## config.mk

```make
export PLATFORM = sky130hd
export DESIGN_NAME = unified_mem_arbiter_flat
export DESIGN_NICKNAME = d
export VERILOG_FILES = /design/src/rtl/mips_mem_pkg.sv /design/src/rtl/unified_mem_arbiter_if.sv /design/src/rtl/mem_arb_pick.sv /design/src/rtl/unified_mem_arbiter.sv /design/src/flat_wrapper.sv
export SDC_FILE = /design/constraint.sdc
export NUM_CORES = 1
export LEC_CHECK = 0
export BUFFER_PORTS_ARGS = -buffer_cell sky130_fd_sc_hd__buf_2
export CAP_MARGIN = 20
export CELL_PAD_IN_SITES_DETAIL_PLACEMENT = 0
export CELL_PAD_IN_SITES_GLOBAL_PLACEMENT = 2
export CORE_AREA = 2 2 124 126
export DETAILED_ROUTE_END_ITERATION = 6
export DIE_AREA = 0 0 126 128
export PLACE_DENSITY = 0.79
export SLEW_MARGIN = 20
export SYNTH_ARGS = -nofsm -noshare
export SYNTH_HDL_FRONTEND = slang
export SYNTH_SLANG_ARGS = --single-unit
```

## constraint.sdc

```tcl
create_clock -name clk -period 4.1 [get_ports clk]
set_input_delay 0.615 -clock clk [delete_from_list [all_inputs] [get_ports clk]]
set_output_delay 0.615 -clock clk [all_outputs]
set_load 0.05 [all_outputs]
```

## src/rtl/mips_mem_pkg.sv

```systemverilog
// Shared definitions for the unified instruction/data memory path: bus widths,
// arbiter state encoding, transaction-owner encoding and grant-vector bit positions.
package mips_mem_pkg;

  localparam int unsigned ADDR_W = 6;
  localparam int unsigned DATA_W = 32;

  typedef logic [1:0] state_t;
  localparam state_t IDLE   = 2'd0;
  localparam state_t ACCESS = 2'd1;
  localparam state_t DONE   = 2'd2;

  localparam logic OWN_IF = 1'b0;
  localparam logic OWN_DM = 1'b1;

  // Bit positions inside the one-hot grant vector from mem_arb_pick
  localparam int unsigned GNT_IF = 0;
  localparam int unsigned GNT_DM = 1;

endpackage

```

## src/rtl/unified_mem_arbiter_if.sv

```systemverilog
// Bundles the fetch requester, data requester and memory-array signals of the
// unified memory arbiter. slave = arbiter side, master = pipeline/memory side.
interface unified_mem_arbiter_if
  import mips_mem_pkg::*;
#(
  parameter int unsigned AW = ADDR_W,
  parameter int unsigned DW = DATA_W
);
  logic          if_req;
  logic [AW-1:0] if_addr;
  logic          if_gnt;
  logic [DW-1:0] if_rdata;
  logic          if_valid;

  logic          dm_req;
  logic          dm_we;
  logic [AW-1:0] dm_addr;
  logic [DW-1:0] dm_wdata;
  logic          dm_gnt;
  logic [DW-1:0] dm_rdata;
  logic          dm_valid;

  logic          mem_en;
  logic          mem_we;
  logic [AW-1:0] mem_addr;
  logic [DW-1:0] mem_wdata;
  logic [DW-1:0] mem_rdata;

  modport slave (
    input  if_req, if_addr, dm_req, dm_we, dm_addr, dm_wdata, mem_rdata,
    output if_gnt, if_rdata, if_valid, dm_gnt, dm_rdata, dm_valid,
    output mem_en, mem_we, mem_addr, mem_wdata
  );

  modport master (
    output if_req, if_addr, dm_req, dm_we, dm_addr, dm_wdata, mem_rdata,
    input  if_gnt, if_rdata, if_valid, dm_gnt, dm_rdata, dm_valid,
    input  mem_en, mem_we, mem_addr, mem_wdata
  );

endinterface

```

## src/rtl/mem_arb_pick.sv

```systemverilog
// Priority pick between fetch and data requesters. Data wins unless the
// starvation limit has been hit, in which case a contending fetch wins.
module mem_arb_pick
  import mips_mem_pkg::*;
(
  input  logic       if_req,
  input  logic       dm_req,
  input  logic       starve_hit,
  output logic [1:0] gnt
);

  // One-hot pick; zero when nobody requests
  always_comb begin
    gnt = '0;
    if (if_req && (starve_hit || !dm_req)) begin
      gnt[GNT_IF] = 1'b1;
    end else if (dm_req) begin
      gnt[GNT_DM] = 1'b1;
    end
  end

endmodule

```

## src/rtl/unified_mem_arbiter.sv

```systemverilog
// Shares one single-port 64x32 memory between instruction fetch and the
// MEM-stage load/store port. One transaction at a time: IDLE grants, ACCESS
// drives the array for MEM_LAT cycles, DONE pulses the owner's valid.
// Optional fetch anti-starvation: define UNIFIED_MEM_ARB_FAIRNESS_EN.
module unified_mem_arbiter
  import mips_mem_pkg::*;
#(
  parameter int unsigned MEM_LAT    = 2,
  parameter int unsigned STARVE_MAX = 3
) (
  input logic                  clk,
  input logic                  rst,
  unified_mem_arbiter_if.slave bus
);

  localparam logic [3:0] LAT_INIT = 4'(MEM_LAT - 1);

  if (MEM_LAT < 1 || MEM_LAT > 15 || STARVE_MAX < 1 || STARVE_MAX > 15) begin : g_bad_param
    $error("unified_mem_arbiter: MEM_LAT and STARVE_MAX must be within 1..15");
  end

  state_t              state_q;
  logic [3:0]          lat_cnt_q;
  logic                owner_q;
  logic                we_q;
  logic [ADDR_W-1:0]   addr_q;
  logic [DATA_W-1:0]   wdata_q;
  logic [DATA_W-1:0]   if_rdata_q;
  logic [DATA_W-1:0]   dm_rdata_q;
  logic [1:0]          pick;
  logic                starve_hit;
  logic                idle;
  logic                last_access;

  assign idle        = (state_q == IDLE);
  assign last_access = (state_q == ACCESS) && (lat_cnt_q == 4'd0);

  mem_arb_pick u_pick (
    .if_req     (bus.if_req),
    .dm_req     (bus.dm_req),
    .starve_hit (starve_hit),
    .gnt        (pick)
  );

  assign bus.if_gnt = idle & pick[GNT_IF];
  assign bus.dm_gnt = idle & pick[GNT_DM];

`ifdef UNIFIED_MEM_ARB_FAIRNESS_EN
  logic [3:0] starve_q;

  // Count data grants taken while fetch waits; a fetch grant or an idle
  // cycle without fetch demand forgives the history.
  always_ff @(posedge clk or posedge rst) begin
    if (rst) begin
      starve_q <= 4'd0;
    end else if (bus.if_gnt || (idle && !bus.if_req)) begin
      starve_q <= 4'd0;
    end else if (bus.dm_gnt && bus.if_req) begin
      starve_q <= starve_q + 4'd1;
    end
  end

  assign starve_hit = (starve_q == 4'(STARVE_MAX));
`else
  assign starve_hit = 1'b0;
`endif

  // Transaction sequencer: latch the winner's request, count down, finish
  always_ff @(posedge clk or posedge rst) begin
    if (rst) begin
      state_q   <= IDLE;
      lat_cnt_q <= 4'd0;
      owner_q   <= OWN_IF;
      we_q      <= 1'b0;
      addr_q    <= '0;
      wdata_q   <= '0;
    end else begin
      case (state_q)
        IDLE: begin
          if (bus.dm_gnt || bus.if_gnt) begin
            state_q   <= ACCESS;
            lat_cnt_q <= LAT_INIT;
            owner_q   <= bus.dm_gnt ? OWN_DM : OWN_IF;
            we_q      <= bus.dm_gnt & bus.dm_we;
            addr_q    <= bus.dm_gnt ? bus.dm_addr : bus.if_addr;
            wdata_q   <= bus.dm_gnt ? bus.dm_wdata : '0;
          end
        end
        ACCESS: begin
          if (lat_cnt_q == 4'd0) begin
            state_q <= DONE;
          end else begin
            lat_cnt_q <= lat_cnt_q - 4'd1;
          end
        end
        DONE:    state_q <= IDLE;
        default: state_q <= IDLE;
      endcase
    end
  end

  // Read data is only valid on the final access cycle; stores leave rdata alone
  always_ff @(posedge clk or posedge rst) begin
    if (rst) begin
      if_rdata_q <= '0;
      dm_rdata_q <= '0;
    end else if (last_access && !we_q) begin
      if (owner_q == OWN_DM) begin
        dm_rdata_q <= bus.mem_rdata;
      end else begin
        if_rdata_q <= bus.mem_rdata;
      end
    end
  end

  assign bus.mem_en    = (state_q == ACCESS);
  assign bus.mem_we    = last_access && (owner_q == OWN_DM) && we_q;
  assign bus.mem_addr  = addr_q;
  assign bus.mem_wdata = wdata_q;

  assign bus.if_rdata  = if_rdata_q;
  assign bus.dm_rdata  = dm_rdata_q;
  assign bus.if_valid  = (state_q == DONE) && (owner_q == OWN_IF);
  assign bus.dm_valid  = (state_q == DONE) && (owner_q == OWN_DM);

endmodule

```

## src/flat_wrapper.sv

```systemverilog
// flat-port wrapper written by rule: the top's interface ports become plain ports
module unified_mem_arbiter_flat import mips_mem_pkg::*;
#(
  parameter int unsigned MEM_LAT    = 2,
  parameter int unsigned STARVE_MAX = 3
)
  (clk, rst, bus_if_req, bus_if_addr, bus_dm_req, bus_dm_we, bus_dm_addr, bus_dm_wdata, bus_mem_rdata, bus_if_gnt, bus_if_rdata, bus_if_valid, bus_dm_gnt, bus_dm_rdata, bus_dm_valid, bus_mem_en, bus_mem_we, bus_mem_addr, bus_mem_wdata);
  unified_mem_arbiter_if bus_i ();
  input logic clk;
  input logic rst;
  input wire logic [$bits(bus_i.if_req)-1:0] bus_if_req;
  input wire logic [$bits(bus_i.if_addr)-1:0] bus_if_addr;
  input wire logic [$bits(bus_i.dm_req)-1:0] bus_dm_req;
  input wire logic [$bits(bus_i.dm_we)-1:0] bus_dm_we;
  input wire logic [$bits(bus_i.dm_addr)-1:0] bus_dm_addr;
  input wire logic [$bits(bus_i.dm_wdata)-1:0] bus_dm_wdata;
  input wire logic [$bits(bus_i.mem_rdata)-1:0] bus_mem_rdata;
  output wire logic [$bits(bus_i.if_gnt)-1:0] bus_if_gnt;
  output wire logic [$bits(bus_i.if_rdata)-1:0] bus_if_rdata;
  output wire logic [$bits(bus_i.if_valid)-1:0] bus_if_valid;
  output wire logic [$bits(bus_i.dm_gnt)-1:0] bus_dm_gnt;
  output wire logic [$bits(bus_i.dm_rdata)-1:0] bus_dm_rdata;
  output wire logic [$bits(bus_i.dm_valid)-1:0] bus_dm_valid;
  output wire logic [$bits(bus_i.mem_en)-1:0] bus_mem_en;
  output wire logic [$bits(bus_i.mem_we)-1:0] bus_mem_we;
  output wire logic [$bits(bus_i.mem_addr)-1:0] bus_mem_addr;
  output wire logic [$bits(bus_i.mem_wdata)-1:0] bus_mem_wdata;
  assign bus_i.if_req = bus_if_req;
  assign bus_i.if_addr = bus_if_addr;
  assign bus_i.dm_req = bus_dm_req;
  assign bus_i.dm_we = bus_dm_we;
  assign bus_i.dm_addr = bus_dm_addr;
  assign bus_i.dm_wdata = bus_dm_wdata;
  assign bus_i.mem_rdata = bus_mem_rdata;
  assign bus_if_gnt = bus_i.if_gnt;
  assign bus_if_rdata = bus_i.if_rdata;
  assign bus_if_valid = bus_i.if_valid;
  assign bus_dm_gnt = bus_i.dm_gnt;
  assign bus_dm_rdata = bus_i.dm_rdata;
  assign bus_dm_valid = bus_i.dm_valid;
  assign bus_mem_en = bus_i.mem_en;
  assign bus_mem_we = bus_i.mem_we;
  assign bus_mem_addr = bus_i.mem_addr;
  assign bus_mem_wdata = bus_i.mem_wdata;
  unified_mem_arbiter #(.MEM_LAT(MEM_LAT), .STARVE_MAX(STARVE_MAX)) u_core (.clk(clk), .rst(rst), .bus(bus_i));
endmodule
```

==> flow_summary.toml <==
[layout]
mostFrequentLayoutCell = "buf_2"
nNetsFinal = 549
layout-drive-gt1-share_pct = 58.6
final_cell_mix = "buf_2, dfrtp_1, mux2_2"
n_fill_cell = 1446
n_antenna_cell = 0
area_delta_synth_final_pct = 32.6

[floorplanning]
start_util_pct = 29.1
die_w_um = 126
io_pins = 189
dieArea_mm2 = 0.0161
dieHeight_um = 128
rows = 45
core-area_mm2 = 0.0149

[sta]
drv_slew = 0
period_share_pct = 63.6
setup_viol = 0
maxSlewHeadroom_pct = 42.9
fin_worst_hold_slack_ps = 422
rsz0062_at_grt = "no"
fin_crit_ps = 2610
worst_pin_slew_ps = 854
hold_viol = 0
max_freq_mhz = 384
setup_slack_ps = 1490
setup_tns_ps = 0
finalClockSkew_ps = 6.05

[worst_setup_path]
critPathKind = "register to output pin"
critPathMaxFanout = 4
end_kind = "output pin"
start_kind = "register"
cpMaxStageDelayCell = "or3b_4"
cp_top_family = "simple AND/OR/NAND/NOR gates"
crit_chain = "inv_1, ha_1, or3b_4, nor2_4, and3_1, buf_2"
cp_slowest_stage_delay_ps = 390
worstPathArrival_ps = 1990
crit_required_ps = 3480
crit_buf_inv = 2

[placed_design]
place_ws_ps = 1700
io_buffer_count = 188
place_hpwl_um = 7130
gp_congestion = 0.750

[route]
drt-total-wl_um = 10300
dr_total_vias = 2994
viasPerCell = 4.54
ant_nets = 0
routedWlPerCell_um = 15.7
dr.pass1.iters = 4
dr.first_iter.drc_count = 92
drc_errors = 0

[logic_synthesis]
syn_area_mm2 = 0.00432
avgSynthCellArea_um2 = 15.6
ys_seq_area_share_pct = 63.7
yosys_warnings = 0
yosysUniqueCellTypes = 30
syn_inst = 277
postSynthNetCount = 360
synth-seq-cells = 110

[run]
drv_cap = 0

[global_route]
use_met1_pct = 17.2
grt_pass1_wl_um = 16600
antenna_found_initial = 0
grt_use_total_pct = 13.1
grtUsageMet3_pct = 5.55
grt.busiest_layer = "met2"
grt_use_met2_pct = 20.4
grt_pass1_vias = 3139
grt-ovfl-total = 0
grt_max_degree = 89

[clock_tree]
holdBufCountCts = 0
clkTransAtPathRegs_ps = 70
post_cts_buffers = 0
cts_made_buffers = 9
cts_tree = "done"
clockBufferDepth = 2
insertion_delay_ps = 350
cts_htree_levels = 3
cts_resized = 0
clock-sinks = 110
root_buffer = "clkbuf_16"

[min_path]
hold_class = "input pin to asynchronous set/reset pin"

[run_status]
run_status = "completed"
-- worst register-to-register path, delay by kind of cell, from the launching register on --
family / cells / cell delay (ps)
fa+ha+maj: 1 / 150
simple gates: 3 / 1090
flops: 1 / 380
buf+inv: 1 / 110
mux: 1 / 530
-- cells in the mapped netlist --
| cell | count | area (µm²) |
|---|---|---|
| nor3b_1 | 1 | 7.51 |
| a22o_1 | 33 | 289 |
| inv_1 | 6 | 22.5 |
| nor2_1 | 3 | 11.3 |
| o22ai_1 | 12 | 75.1 |
| o21ai_1 | 1 | 5.00 |
| mux2_4 | 30 | 450 |
| o21ai_0 | 1 | 5.00 |
| dfrtp_1 | 110 | 2750 |
| o31ai_1 | 2 | 15.0 |
| buf_6 | 6 | 67.6 |
| and3_1 | 2 | 12.5 |
| nand3b_1 | 1 | 7.51 |
| or3b_4 | 1 | 11.3 |
| a21oi_1 | 7 | 35.0 |
| nor2_4 | 1 | 11.3 |
| nor2_2 | 1 | 6.26 |
| and3b_1 | 1 | 8.76 |
| nand2_2 | 1 | 6.26 |
| clkinv_1 | 1 | 3.75 |
| nand2_1 | 7 | 26.3 |
| nand3_1 | 1 | 5.00 |
| mux2_2 | 35 | 394 |
| nand2b_1 | 1 | 6.26 |
| a31oi_1 | 1 | 6.26 |
| buf_2 | 1 | 5.00 |
| clkbuf_1 | 6 | 22.5 |
| or3_1 | 1 | 6.26 |
| ha_1 | 2 | 25.0 |
| nand3b_4 | 1 | 20.0 |
-- final cells by class --
type                    count  area (µm²)  area share (%)
well taps                 188         235            4.11
clock buffers              13         250            4.37
flip-flops and latches    110        2750            48.1
inverters                   7        31.3           0.546
multi-input cells         147        1450            25.3
repair buffers            191         963            16.8
clock inverters             3        43.8           0.765
-- final timing paths --
| kind | from | endpoint | slack (ps) | cells past startpoint |
|---|---|---|---|---|
| setup reg to reg | u_core.lat_cnt_q[0] | u_core.bus.dm_rdata[2] | 1720 | 6 |
| hold reg to reg | u_core.bus.mem_wdata[17] | u_core.bus.mem_wdata[17] | 490 | 1 |
| hold / removal | rst | u_core.bus.dm_rdata[10] | 420 | 2 |
| setup / recovery | u_core.lat_cnt_q[0] | bus_mem_we | 1490 | 6 |
| min in group clk | bus_dm_wdata[19] | u_core.bus.mem_wdata[19] | 490 | 2 |
| max in group asynchronous | rst | u_core.bus.mem_wdata[14] | 2880 | 3 |
-- layer usage --
metal	vias up	wire (µm)
met1	1472	4600
met4	0	87
met2	124	4780
met5	-	0
li1	1391	-
met3	7	846
-- cells by family (layout without fill, tap and decap cells) --
family                   count (synthesis)  count (layout)  share of synthesized area [%]
AO/OA/AOI/OAI                           57              57                           9.96
AND/OR/NAND/NOR                         23              23                           3.39
buffers and inverters                   20             214                           2.81
multiplexers                            65              65                           19.5
adder cells (fa/ha/maj)                  2               2                          0.579
flip-flops                             110             110                           63.7
-- metrics by stage --
| step | util [%] | area [µm²] | std cells |
|---|---|---|---|
| 3_5_place_dp | 36.5 | 5430 | 643 |
| 6_report | 38.5 | 5730 | 659 |
| 4_1_cts | 38.5 | 5720 | 659 |
| 2_1_floorplan | - | 4320 | 277 |
| 5_1_grt | 38.5 | 5730 | 659 |
| 3_3_place_gp | 36.5 | 5430 | 643 |
-- flip-flops by register name, indices dropped and copies added, names as in the netlist --
name,cells
u_core.owner_q,1
u_core.bus.mem_wdata,32
u_core.bus.dm_rdata,32
u_core.we_q,1
u_core.state_q,2
u_core.bus.if_rdata,32
u_core.bus.mem_addr,6
u_core.lat_cnt_q,4
Power is not shown: default switching activity piles up to over one toggle a cycle in this logic, so the estimate is an artifact.
